--- config.mk ---
export PLATFORM = sky130hd
export DESIGN_NAME = i2c_byte_ctrl
export DESIGN_NICKNAME = d
export VERILOG_FILES = /design/src/rtl/i2c_byte_ctrl.sv
export SDC_FILE = /design/constraint.sdc
export NUM_CORES = 1
export LEC_CHECK = 0
export ABC_AREA = 0
export CORE_ASPECT_RATIO = 1.4
export CORE_MARGIN = 1.5
export CORE_UTILIZATION = 40
export CTS_CLUSTER_DIAMETER = 200
export DETAILED_ROUTE_END_ITERATION = 8
export PLACE_DENSITY = 0.64
export RECOVER_POWER = 100
export SYNTH_ARGS = -nofsm -noshare
export SYNTH_HDL_FRONTEND = slang
export SYNTH_SLANG_ARGS = --single-unit
--- constraint.sdc ---
create_clock -name clk -period 3.31 [get_ports clk]
set_input_delay 0.4965 -clock clk [delete_from_list [all_inputs] [get_ports clk]]
set_output_delay 0.4965 -clock clk [all_outputs]
set_load 0.03 [all_outputs]
--- src/rtl/i2c_byte_ctrl.sv ---
// Byte-level I2C master sequencer: turns host start/write/read/stop byte commands
// into PHY bit commands, shifting MSB-first and handling the ACK bit.
module i2c_byte_ctrl (
  input  logic       clk,
  input  logic       rstn,
  input  logic       start,
  input  logic       stop,
  input  logic       read,
  input  logic       write,
  input  logic       ack_in,
  input  logic [7:0] din,
  output logic       cmd_ack,
  output logic       ack_out,
  output logic [7:0] dout,
  output logic       i2c_al,
  output logic [3:0] core_cmd,
  output logic       core_txd,
  input  logic       core_ack,
  input  logic       core_rxd,
  input  logic       core_al
);

  localparam logic [3:0] CMD_NOP   = 4'h0;
  localparam logic [3:0] CMD_START = 4'h1;
  localparam logic [3:0] CMD_STOP  = 4'h2;
  localparam logic [3:0] CMD_WRITE = 4'h4;
  localparam logic [3:0] CMD_READ  = 4'h8;

  typedef enum logic [2:0] {
    ST_IDLE,
    ST_START,
    ST_WRITE,
    ST_READ,
    ST_ACK,
    ST_STOP
  } state_t;

  state_t     r_state;
  logic [3:0] r_core_cmd;
  logic       r_core_txd;
  logic       r_cmd_ack;
  logic       r_i2c_al;
  logic       r_ack_out;
  logic [7:0] r_dout;
  logic [6:0] r_sr;
  logic [2:0] r_cnt;
  logic       r_is_wr;

  logic       w_go;
  logic [6:0] w_sr_nxt;

  assign w_go     = (start | stop | read | write) & ~r_cmd_ack;
  // The MSB of a write byte goes straight to core_txd, so only 7 bits need storing;
  // the same shift serves both directions (rxd enters at the LSB).
  assign w_sr_nxt = {r_sr[5:0], core_rxd};

  assign cmd_ack  = r_cmd_ack;
  assign ack_out  = r_ack_out;
  assign dout     = r_dout;
  assign i2c_al   = r_i2c_al;
  assign core_cmd = r_core_cmd;
  assign core_txd = r_core_txd;

  always_ff @(posedge clk or negedge rstn) begin
    if (!rstn) begin
      r_state    <= ST_IDLE;
      r_core_cmd <= CMD_NOP;
      r_core_txd <= 1'b0;
      r_cmd_ack  <= 1'b0;
      r_i2c_al   <= 1'b0;
      r_ack_out  <= 1'b0;
      r_dout     <= 8'h00;
      r_sr       <= 7'h00;
      r_cnt      <= 3'd0;
      r_is_wr    <= 1'b0;
    end else begin
      r_cmd_ack <= 1'b0;
      r_i2c_al  <= 1'b0;
      if (core_al) begin
        // Arbitration loss overrides everything, including a coincident core_ack.
        r_state    <= ST_IDLE;
        r_core_cmd <= CMD_NOP;
        r_core_txd <= 1'b0;
        r_cnt      <= 3'd0;
        r_i2c_al   <= 1'b1;
      end else begin
        case (r_state)
          ST_IDLE: begin
            if (w_go) begin
              if (start) begin
                r_state    <= ST_START;
                r_core_cmd <= CMD_START;
              end else if (write) begin
                r_state    <= ST_WRITE;
                r_core_cmd <= CMD_WRITE;
                r_core_txd <= din[7];
                r_sr       <= din[6:0];
                r_cnt      <= 3'd7;
                r_is_wr    <= 1'b1;
              end else if (read) begin
                r_state    <= ST_READ;
                r_core_cmd <= CMD_READ;
                r_core_txd <= 1'b1;
                r_cnt      <= 3'd7;
                r_is_wr    <= 1'b0;
              end else begin
                r_state    <= ST_STOP;
                r_core_cmd <= CMD_STOP;
              end
            end
          end
          ST_START: begin
            if (core_ack) begin
              if (write) begin
                r_state    <= ST_WRITE;
                r_core_cmd <= CMD_WRITE;
                r_core_txd <= din[7];
                r_sr       <= din[6:0];
                r_cnt      <= 3'd7;
                r_is_wr    <= 1'b1;
              end else if (read) begin
                r_state    <= ST_READ;
                r_core_cmd <= CMD_READ;
                r_core_txd <= 1'b1;
                r_cnt      <= 3'd7;
                r_is_wr    <= 1'b0;
              end else if (stop) begin
                r_state    <= ST_STOP;
                r_core_cmd <= CMD_STOP;
              end else begin
                r_state    <= ST_IDLE;
                r_core_cmd <= CMD_NOP;
                r_cmd_ack  <= 1'b1;
              end
            end
          end
          ST_WRITE: begin
            if (core_ack) begin
              r_sr <= w_sr_nxt;
              if (r_cnt == 3'd0) begin
                r_state    <= ST_ACK;
                r_core_cmd <= CMD_READ;
                r_core_txd <= 1'b1;
              end else begin
                r_cnt      <= r_cnt - 3'd1;
                r_core_txd <= r_sr[6];
              end
            end
          end
          ST_READ: begin
            if (core_ack) begin
              r_sr <= w_sr_nxt;
              if (r_cnt == 3'd0) begin
                r_state    <= ST_ACK;
                r_core_cmd <= CMD_WRITE;
                r_core_txd <= ack_in;
                r_dout     <= {r_sr, core_rxd};
              end else begin
                r_cnt <= r_cnt - 3'd1;
              end
            end
          end
          ST_ACK: begin
            if (core_ack) begin
              if (r_is_wr) begin
                r_ack_out <= core_rxd;
              end
              if (stop) begin
                r_state    <= ST_STOP;
                r_core_cmd <= CMD_STOP;
              end else begin
                r_state    <= ST_IDLE;
                r_core_cmd <= CMD_NOP;
                r_cmd_ack  <= 1'b1;
              end
            end
          end
          ST_STOP: begin
            if (core_ack) begin
              r_state    <= ST_IDLE;
              r_core_cmd <= CMD_NOP;
              r_cmd_ack  <= 1'b1;
            end
          end
          default: begin
            r_state    <= ST_IDLE;
            r_core_cmd <= CMD_NOP;
          end
        endcase
      end
    end
  end

endmodule
==> impl_metrics.tcl, run 1 <==
set metrics [dict create \
    track_usage_pct 18.45 \
    final_area_sq_um 2166 \
    clkPwrFrac_pct 17.4 \
    status "finished, violations left" \
    grt_start_max_net_pins 31 \
    comb_power_share_pct 45.9 \
    synth-main-ff-cell "dfrtp_1" \
    clk_latency_ns 0.30 \
    start_kind "input port" \
    syn_inst 165 \
    ys_seq_area_share_pct 42.55 \
    antenna_found_initial 0 \
    synth_largest_area_cell "dfrtp_1" \
    dp_hpwl_um 2726 \
    grt_pass1_wl_um 6699 \
    drtIter0Drc 31 \
    n_fill_cell 399 \
    crit_type "in -> reg" \
    yosys-top-cells-area "dfrtp_1, mux2_4, mux2_1" \
    vias_per_cell 5.381 \
    hold_class "reg -> reg" \
    rsz0062_at_grt "no" \
    period_minus_slack_ns 2.399 \
    cts.repair.resized 0 \
    violations "capacitance limit, slew limit" \
    dpl_cell_area_sq_um 2122 \
    cp_max_fo 12 \
    yosys_warnings 0 \
    power_density_nw_per_um2 836.8 \
    hold_viol 0 \
    via_count 1383 \
    synth-edff-count 0 \
    ir_worst_vdd_v 0.0005047 \
    async_flop_share_pct 100.0 \
    core_sq_um 4239 \
    maxSlewViolCount 31 \
    die_height_um 81.58 \
    fp.dieArea_sq_um 4823 \
    syn-cell-area_sq_um 1764 \
    swShare_pct 41.56 \
    drtPass1Iterations 4 \
    cts_tree "built" \
    end_kind "flip-flop" \
    maxCapViolations 1 \
    gp_congestion 0.8541 \
    synthTopCellsByCount "dfrtp_1, nand2_1, nor2_1" \
    synth_cell_types 51 \
    cp.arrival_ns 2.61 \
    clk_pin_slew_ns 0.07 \
    tightest_slew_ns 1.593 \
    die_w_um 59.13 \
    p_int_w 0.001059 \
    postCtsSetupBuffers 0 \
    maxSlewHeadroom_pct -6.167 \
    antenna-diode-count 0 \
    ios 34 \
    skew_ns 0.01119 \
    area_growth_pct 22.77 \
    hold_buffers 0 \
    cts_buffer_depth 2 \
    fin_setup_tns_ns 0 \
    ys_seq_elements 30 \
    drive_gt1_share_pct 11.17 \
    synth_top_area_share_pct 42.55 \
    cp_data_required_time_ns 3.52 \
    io_buffers 33 \
    cts_made_buffers 5 \
    grt_pass1_vias 1414 \
    post-route-period-util_pct 72.48 \
    avgSynthCellArea_sq_um 10.69 \
    leakagePower_nw 0.9472 \
    nNetsFinal 216 \
    drc 0 \
    setup_violations 0 \
    fp-row-count 28 \
    grt.overflow.total 0 \
    drtAntennaViolNets 0 \
    cts-root-buf "clkbuf_8" \
    max_freq_ghz 0.4168 \
    power_switching_w 0.0007531 \
    cts_max_level 2 \
    start_util_pct 41.62 \
    synth_fp_nets 185 \
    wl_per_cell_um 14.91 \
    yosysMostFrequentCell "dfrtp_1" \
    clock_sinks 30 \
    p_seq_share_pct 36.7 \
    drt_wl_total_um 3832 \
]
## final timing paths
kind	cells after the start	startpoint	slack, ns	to
setup / recovery	5	write	0.91	core_cmd[2]
hold / removal	1	r_cnt[0]	0.46	r_cnt[0]
setup reg to reg	4	r_state[1]	1.19	core_cmd[2]
hold reg to reg	1	r_cnt[0]	0.46	r_cnt[0]
max in group asynchronous	2	rstn	1.25	cmd_ack
min in group asynchronous	2	rstn	1.13	r_cnt[0]
## area by class of cell
cell class              instances  area (sq um)  area share, %
clock buffers                   6         82.58          3.813
clock inverters                 2         12.51         0.5777
inverters                       9         33.78          1.560
multi-input cells             115         869.6          40.15
flip-flops and latches         30         750.7          34.66
well taps                      60         75.07          3.466
repair buffers                 35         341.6          15.77
## layout by cell type (no fill, tap or decap), types with 4 or more instances in the layout
master,instances
mux2i_1,4
clkdlybuf4s50_1,13
mux2_2,8
nand2_1,12
inv_1,9
nor2b_1,5
o21ai_0,9
nor3_1,7
dlygate4sd3_1,20
nor2_1,10
clkbuf_8,6
dfrtp_1,30
mux2_1,14
## metrics by stage
| step | instances | hold slack, ns | setup slack, ns | total power [W] | utilization, % |
|---|---|---|---|---|---|
| 2_1_floorplan | 165 | 0.2009 | 1.552 | 0.001325 | - |
| 3_3_place_gp | 249 | 0.4477 | 0.8619 | 0.001570 | 50.06 |
| 3_5_place_dp | 249 | 0.4517 | 0.8353 | 0.001590 | 50.06 |
| 4_1_cts | 257 | 0.4643 | 1.143 | 0.001918 | 52.30 |
| 5_1_grt | 257 | 0.4734 | 0.6888 | 0.001941 | 51.09 |
| 6_report | 257 | 0.4626 | 0.9109 | 0.001812 | 51.09 |
## power by group through the flow
stage | Sequential, W | Combinational (W) | Clock (W)
2_1_floorplan | 0.000728 | 0.000597 | 0
4_1_cts | 0.000670 | 0.000923 | 0.000325
5_1_grt | 0.000694 | 0.000910 | 0.000338
6_report | 0.000666 | 0.000832 | 0.000315
3_5_place_dp | 0.000673 | 0.000917 | 0
3_3_place_gp | 0.000667 | 0.000903 | 0
## critical path, stage by stage
cell and delay, ns:
dlygate4sd3_1 0.71, nor4_1 0.31, o21ai_0 0.18, a21boi_0 0.65, mux2i_1 0.26
## registers in the layout, indices dropped and copies added (netlist names)
register and count:
i2c_al 1, ack_out 1, dout 8, r_is_wr 1, cmd_ack 1, core_txd 1
r_cnt 3, r_sr 7, r_state 3, core_cmd 4
## cells by family after synthesis
logic type / count (synthesis) / synth area share (%)
AND/OR/NAND/NOR: 51 / 16.74
flip-flops: 30 / 42.55
AO/OA/AOI/OAI: 35 / 15.39
multiplexers: 27 / 18.44
buffers and inverters: 20 / 5.460
adder cells (fa/ha/maj): 2 / 1.418
## routing by layer
metal	routed length [um]	up-vias	track usage, %	share of wire (%)
li1	-	663	-	-
met1	1715	675	22.91	45
met2	1895	38	30.11	49
met3	153	7	5.039	4.0
met4	67	0	7.273	1.7
met5	0	-	0	0
No activity file was read; power rests on OpenSTA's default activity.
==> run 2: changes to the inputs <==
Clock period 3.31 ns to 2.5 ns, I/O delays scaled along.
==> run 2 against run 1 <==
  * The run now ends clean
  * Register-to-register slack got worse by 0.80 ns
  * Design area increased by 2.1%
  * Die area unchanged
  * Clock skew decreased by 0.0066 ns
  * Non-clock buffer count increased by 5
  * Global-route usage increased by 0.82 points
  * Clock power increased by 33%
  * Sequential share of layout area decreased by 0.73 points
  * First-iteration DRC count increased by 94%
  * Combinational power increased by 42%
  * Power increased by 35%
  * Sequential cell count unchanged
==> impl_metrics.tcl, run 2 (synthesis gave the netlist of run 1 again) <==
set metrics [dict create \
    cts_made_buffers 5 \
    core_sq_um 4239 \
    cts-root-buf "clkbuf_8" \
    grt_pass1_wl_um 6982 \
    crit_path_max_incr_delay_ns 0.72 \
    start_kind "input port" \
    hold_class "reg -> reg" \
    clk_pin_slew_ns 0.06 \
    maxSlewHeadroom_pct 56.47 \
    final_common_cell "dfrtp_1" \
    rsz0062_at_grt "no" \
    grt.overflow.total 0 \
    drtIter0Drc 60 \
    power_density_nw_per_um2 1108 \
    wl_per_cell_um 15.48 \
    track_usage_pct 19.27 \
    hold_buffers 0 \
    antenna-diode-count 0 \
    end_kind "flip-flop" \
    cp_data_required_time_ns 2.71 \
    crit_type "in -> reg" \
    rrSetupSlack_ns 0.39 \
    grt_pass1_vias 1475 \
    clk_latency_ns 0.29 \
    final_cells 262 \
    placed_cells 254 \
    vias_per_cell 5.378 \
    max_freq_ghz 0.4623 \
    gp_congestion 0.8555 \
    setup_violations 0 \
    area_growth_pct 25.39 \
    grt_start_max_net_pins 31 \
    drc 0 \
    drtPass1Iterations 4 \
    ios 34 \
    dp_hpwl_um 2976 \
    hold_viol 0 \
    skew_ns 0.004634 \
    drt_wl_total_um 4057 \
    io_buffers 33 \
    worstPathCellList "dlygate4sd3_1 -> nor4_1 -> o21ai_0 -> a21boi_1 -> mux2i_1" \
    fin_setup_tns_ns 0 \
    nNetsFinal 221 \
    start_util_pct 41.62 \
    die_height_um 81.58 \
    clock_sinks 30 \
    period_minus_slack_ns 2.163 \
    post-route-period-util_pct 86.52 \
    largest_reg_flops 8 \
    drive_gt1_share_pct 12.87 \
    fp-row-count 28 \
    via_count 1409 \
    cts_buffer_depth 2 \
    cp.arrival_ns 2.37 \
    maxCapViolations 0 \
    critPathSlowestCell "dlygate4sd3_1" \
    tightest_slew_ns 0.6529 \
    drtAntennaViolNets 0 \
    cts_tree "built" \
    postCtsSetupBuffers 0 \
    status "finished clean" \
    leakagePower_nw 0.9710 \
    ir_worst_vdd_v 0.0004802 \
    die_w_um 59.13 \
    cp_max_fo 12 \
    fp.dieArea_sq_um 4823 \
    cts.repair.resized 0 \
    mostFrequentLayoutCells "dfrtp_1, dlygate4sd3_1, mux2_1" \
    maxSlewViolCount 0 \
    cts_max_level 2 \
    antenna_found_initial 0 \
]
[run 2: per-stage QoR]
stage	total power (W)	setup slack, ns	cell area (sq um)	hold slack [ns]	util, %
after floorplan	0.001754	0.8632	1764	0.07941	-
after CTS	0.002585	0.5228	2255	0.4762	53.19
final	0.002451	0.3370	2212	0.4681	52.18
after detailed placement	0.002159	0.2001	2160	0.4650	50.94
after global routing	0.002612	0.2339	2212	0.4906	52.18
after global placement	0.002120	0.2899	2160	0.4488	50.94
[run 2: critical path, delay by kind of cell]
family	cells	cell delay, ns
AOI/OAI and AO/OA	2	0.69
buffers and inverters	1	0.72
muxes	1	0.26
and+or+nand+nor	1	0.32
[run 2: path summary, 6_finish.rpt]
kind	from	end	cells after the start
min reg2reg	r_cnt[0]	r_cnt[0]	1
max reg2reg	r_state[0]	r_state[0]	5
max in group asynchronous	rstn	dout[0]	2
min in group asynchronous	rstn	r_cnt[0]	2
max	write	r_state[0]	5
min	r_cnt[0]	r_cnt[0]	1
[run 2: area by class of cell]
class	instances	area (sq um)
inverter	9	33.78
sequential	30	750.7
tap	60	75.07
clock inverter	2	12.51
clock buffer	6	82.58
multi-input combinational	115	885.9
fill	405	2027
timing repair buffer	40	371.6
[run 2: where the power goes]
part / internal, W / switching [W]
logic: 0.000529 / 0.000653
registers: 0.000681 / 0.000169
clock network: 0.000221 / 0.000198
[run 2: layer usage]
| metal | wire length [um] | vias to the layer above | GRT usage (%) |
|---|---|---|---|
| li1 | - | 666 | - |
| met1 | 1654 | 689 | 22.13 |
| met2 | 2141 | 48 | 34.44 |
| met3 | 205 | 6 | 4.882 |
| met4 | 55 | 0 | 6.136 |
| met5 | 0 | - | 0 |
==> run 3: changes to the inputs <==
Settings changed: CORE_UTILIZATION 40 to 25, PLACE_DENSITY 0.64 to 0.44, SLEW_MARGIN set to 20.
==> run 3 against run 2 <==
  * Setup slack improved by 0.087 ns
  * First-iteration DRC count grew 10%
  * Critical path type unchanged
  * Sequential power decreased by 2.7%
  * Non-clock buffer count rose by 4
  * Count of clock-buffer cells in the layout shrank 1
  * Clock power is 18% higher
  * Sequential share of layout area shrank 1.4 points
  * Design area grew 4.2%
==> impl_metrics.tcl, run 3 (synthesis gave the netlist of run 1 again) <==
set metrics [dict create \
    hold_start "r_cnt[0]" \
    grt_pass1_vias 1405 \
    r2r_start "r_state[0]" \
    cts_tree "built" \
    grt_pass1_wl_um 7251 \
    fp.dieArea_sq_um 7577 \
    maxCapViolations 0 \
    dp_hpwl_um 3149 \
    clk_pin_slew_ns 0.07 \
    grt_start_max_net_pins 31 \
    drtAntennaViolNets 0 \
    antenna-diode-count 0 \
    largest_reg_flops 8 \
    cts_max_level 2 \
    core_sq_um 6892 \
    power_density_nw_per_um2 1108 \
    cts_made_buffers 5 \
    maxSlewHeadroom_pct 47.06 \
    n_fill_cell 714 \
    cts-root-buf "clkbuf_8" \
    clk_latency_ns 0.28 \
    track_usage_pct 12.85 \
    area_growth_pct 30.71 \
    start_kind "input port" \
    drive_gt1_share_pct 15.53 \
    hold_viol 0 \
    die_height_um 102.4 \
    gp_congestion 0.7452 \
    fin_setup_tns_ns 0 \
    wl_per_cell_um 14.59 \
    worstSetupStartpoint "start" \
    hold_buffers 0 \
    rsz0062_at_grt "no" \
    ir_worst_vdd_v 0.0004985 \
    cts.repair.resized 0 \
    post-route-period-util_pct 83.05 \
    status "finished clean" \
    drtPass1Iterations 4 \
    clock_sinks 30 \
    skew_ns 0.008009 \
    placed_cells 293 \
    leakagePower_nw 0.9952 \
    postCtsSetupBuffers 0 \
    crit_type "in -> reg" \
    cp_max_fo 6 \
    hold_class "reg -> reg" \
    maxSlewViolCount 0 \
    start_util_pct 25.60 \
    mostFrequentLayoutCells "dfrtp_1, dlygate4sd3_1, mux2_1, clkdlybuf4s50_1, nand2_1" \
    end_kind "flip-flop" \
    drtIter0Drc 66 \
    max_freq_ghz 0.4816 \
    ios 34 \
    setup_violations 0 \
    cp_data_required_time_ns 2.67 \
    cp.arrival_ns 2.25 \
    final_common_cell "dfrtp_1" \
    period_minus_slack_ns 2.076 \
    via_count 1382 \
    cts_buffer_depth 2 \
    drc 0 \
    nNetsFinal 225 \
    die_w_um 74.00 \
    vias_per_cell 4.591 \
    fp-row-count 36 \
    antenna_found_initial 0 \
    io_buffers 33 \
    final_cells 301 \
    drt_wl_total_um 4391 \
    finish.utilization_pct 33.46 \
    grt.overflow.total 0 \
    tightest_slew_ns 0.7941 \
]
## run 3: worst max-delay path: stages
cell           delay (ns)
dlygate4sd3_1        0.64
or3_1                0.47
o21ai_0              0.24
nand3b_2             0.15
a2111oi_2            0.37
## run 3: per-layer routing
layer / vias to the layer above / GRT usage, % / share of wire [%]
met5: - / 0 / 0
met4: 0 / 5.556 / 1.7
met3: 7 / 4.043 / 4.4
met2: 29 / 19.78 / 49
met1: 668 / 16.40 / 45
li1: 678 / - / -
## run 3: power by group
part | leakage, nW | internal (W) | switching, W
Sequential | 0.391 | 0.000681 | 0.000145
Combinational | 0.554 | 0.000547 | 0.000686
Clock | 0.0504 | 0.000296 | 0.000200
## run 3: per-stage QoR
step | hold slack, ns | instance area [sq um] | setup slack (ns) | power (W)
final | 0.4612 | 2306 | 0.4236 | 0.002555
after global routing | 0.4929 | 2306 | 0.3471 | 0.002757
after detailed placement | 0.4469 | 2233 | 0.2925 | 0.002181
after floorplan | 0.07941 | 1764 | 0.8632 | 0.001754
after CTS | 0.4640 | 2347 | 0.5951 | 0.002697
after global placement | 0.4493 | 2233 | 0.3106 | 0.002178
## run 3: worst paths after layout
path | endpoint | slack (ns) | cells after the start
hold / removal | r_cnt[0] | 0.46 | 1
min in group asynchronous | r_sr[0] | 0.70 | 2
hold reg to reg | r_cnt[0] | 0.46 | 1
setup reg to reg | r_cnt[2] | 0.57 | 5
max in group asynchronous | r_state[0] | 1.30 | 2
setup / recovery | r_cnt[2] | 0.42 | 5
## run 3: final cells by class
type | count | area [sq um] | area share, %
multi-input combinational | 115 | 885.9 | 38.42
sequential | 30 | 750.7 | 32.56
timing repair buffer | 44 | 402.9 | 17.47
tap | 95 | 118.9 | 5.155
clock buffer | 5 | 68.82 | 2.984
clock inverter | 3 | 45.04 | 1.953
inverter | 9 | 33.78 | 1.465
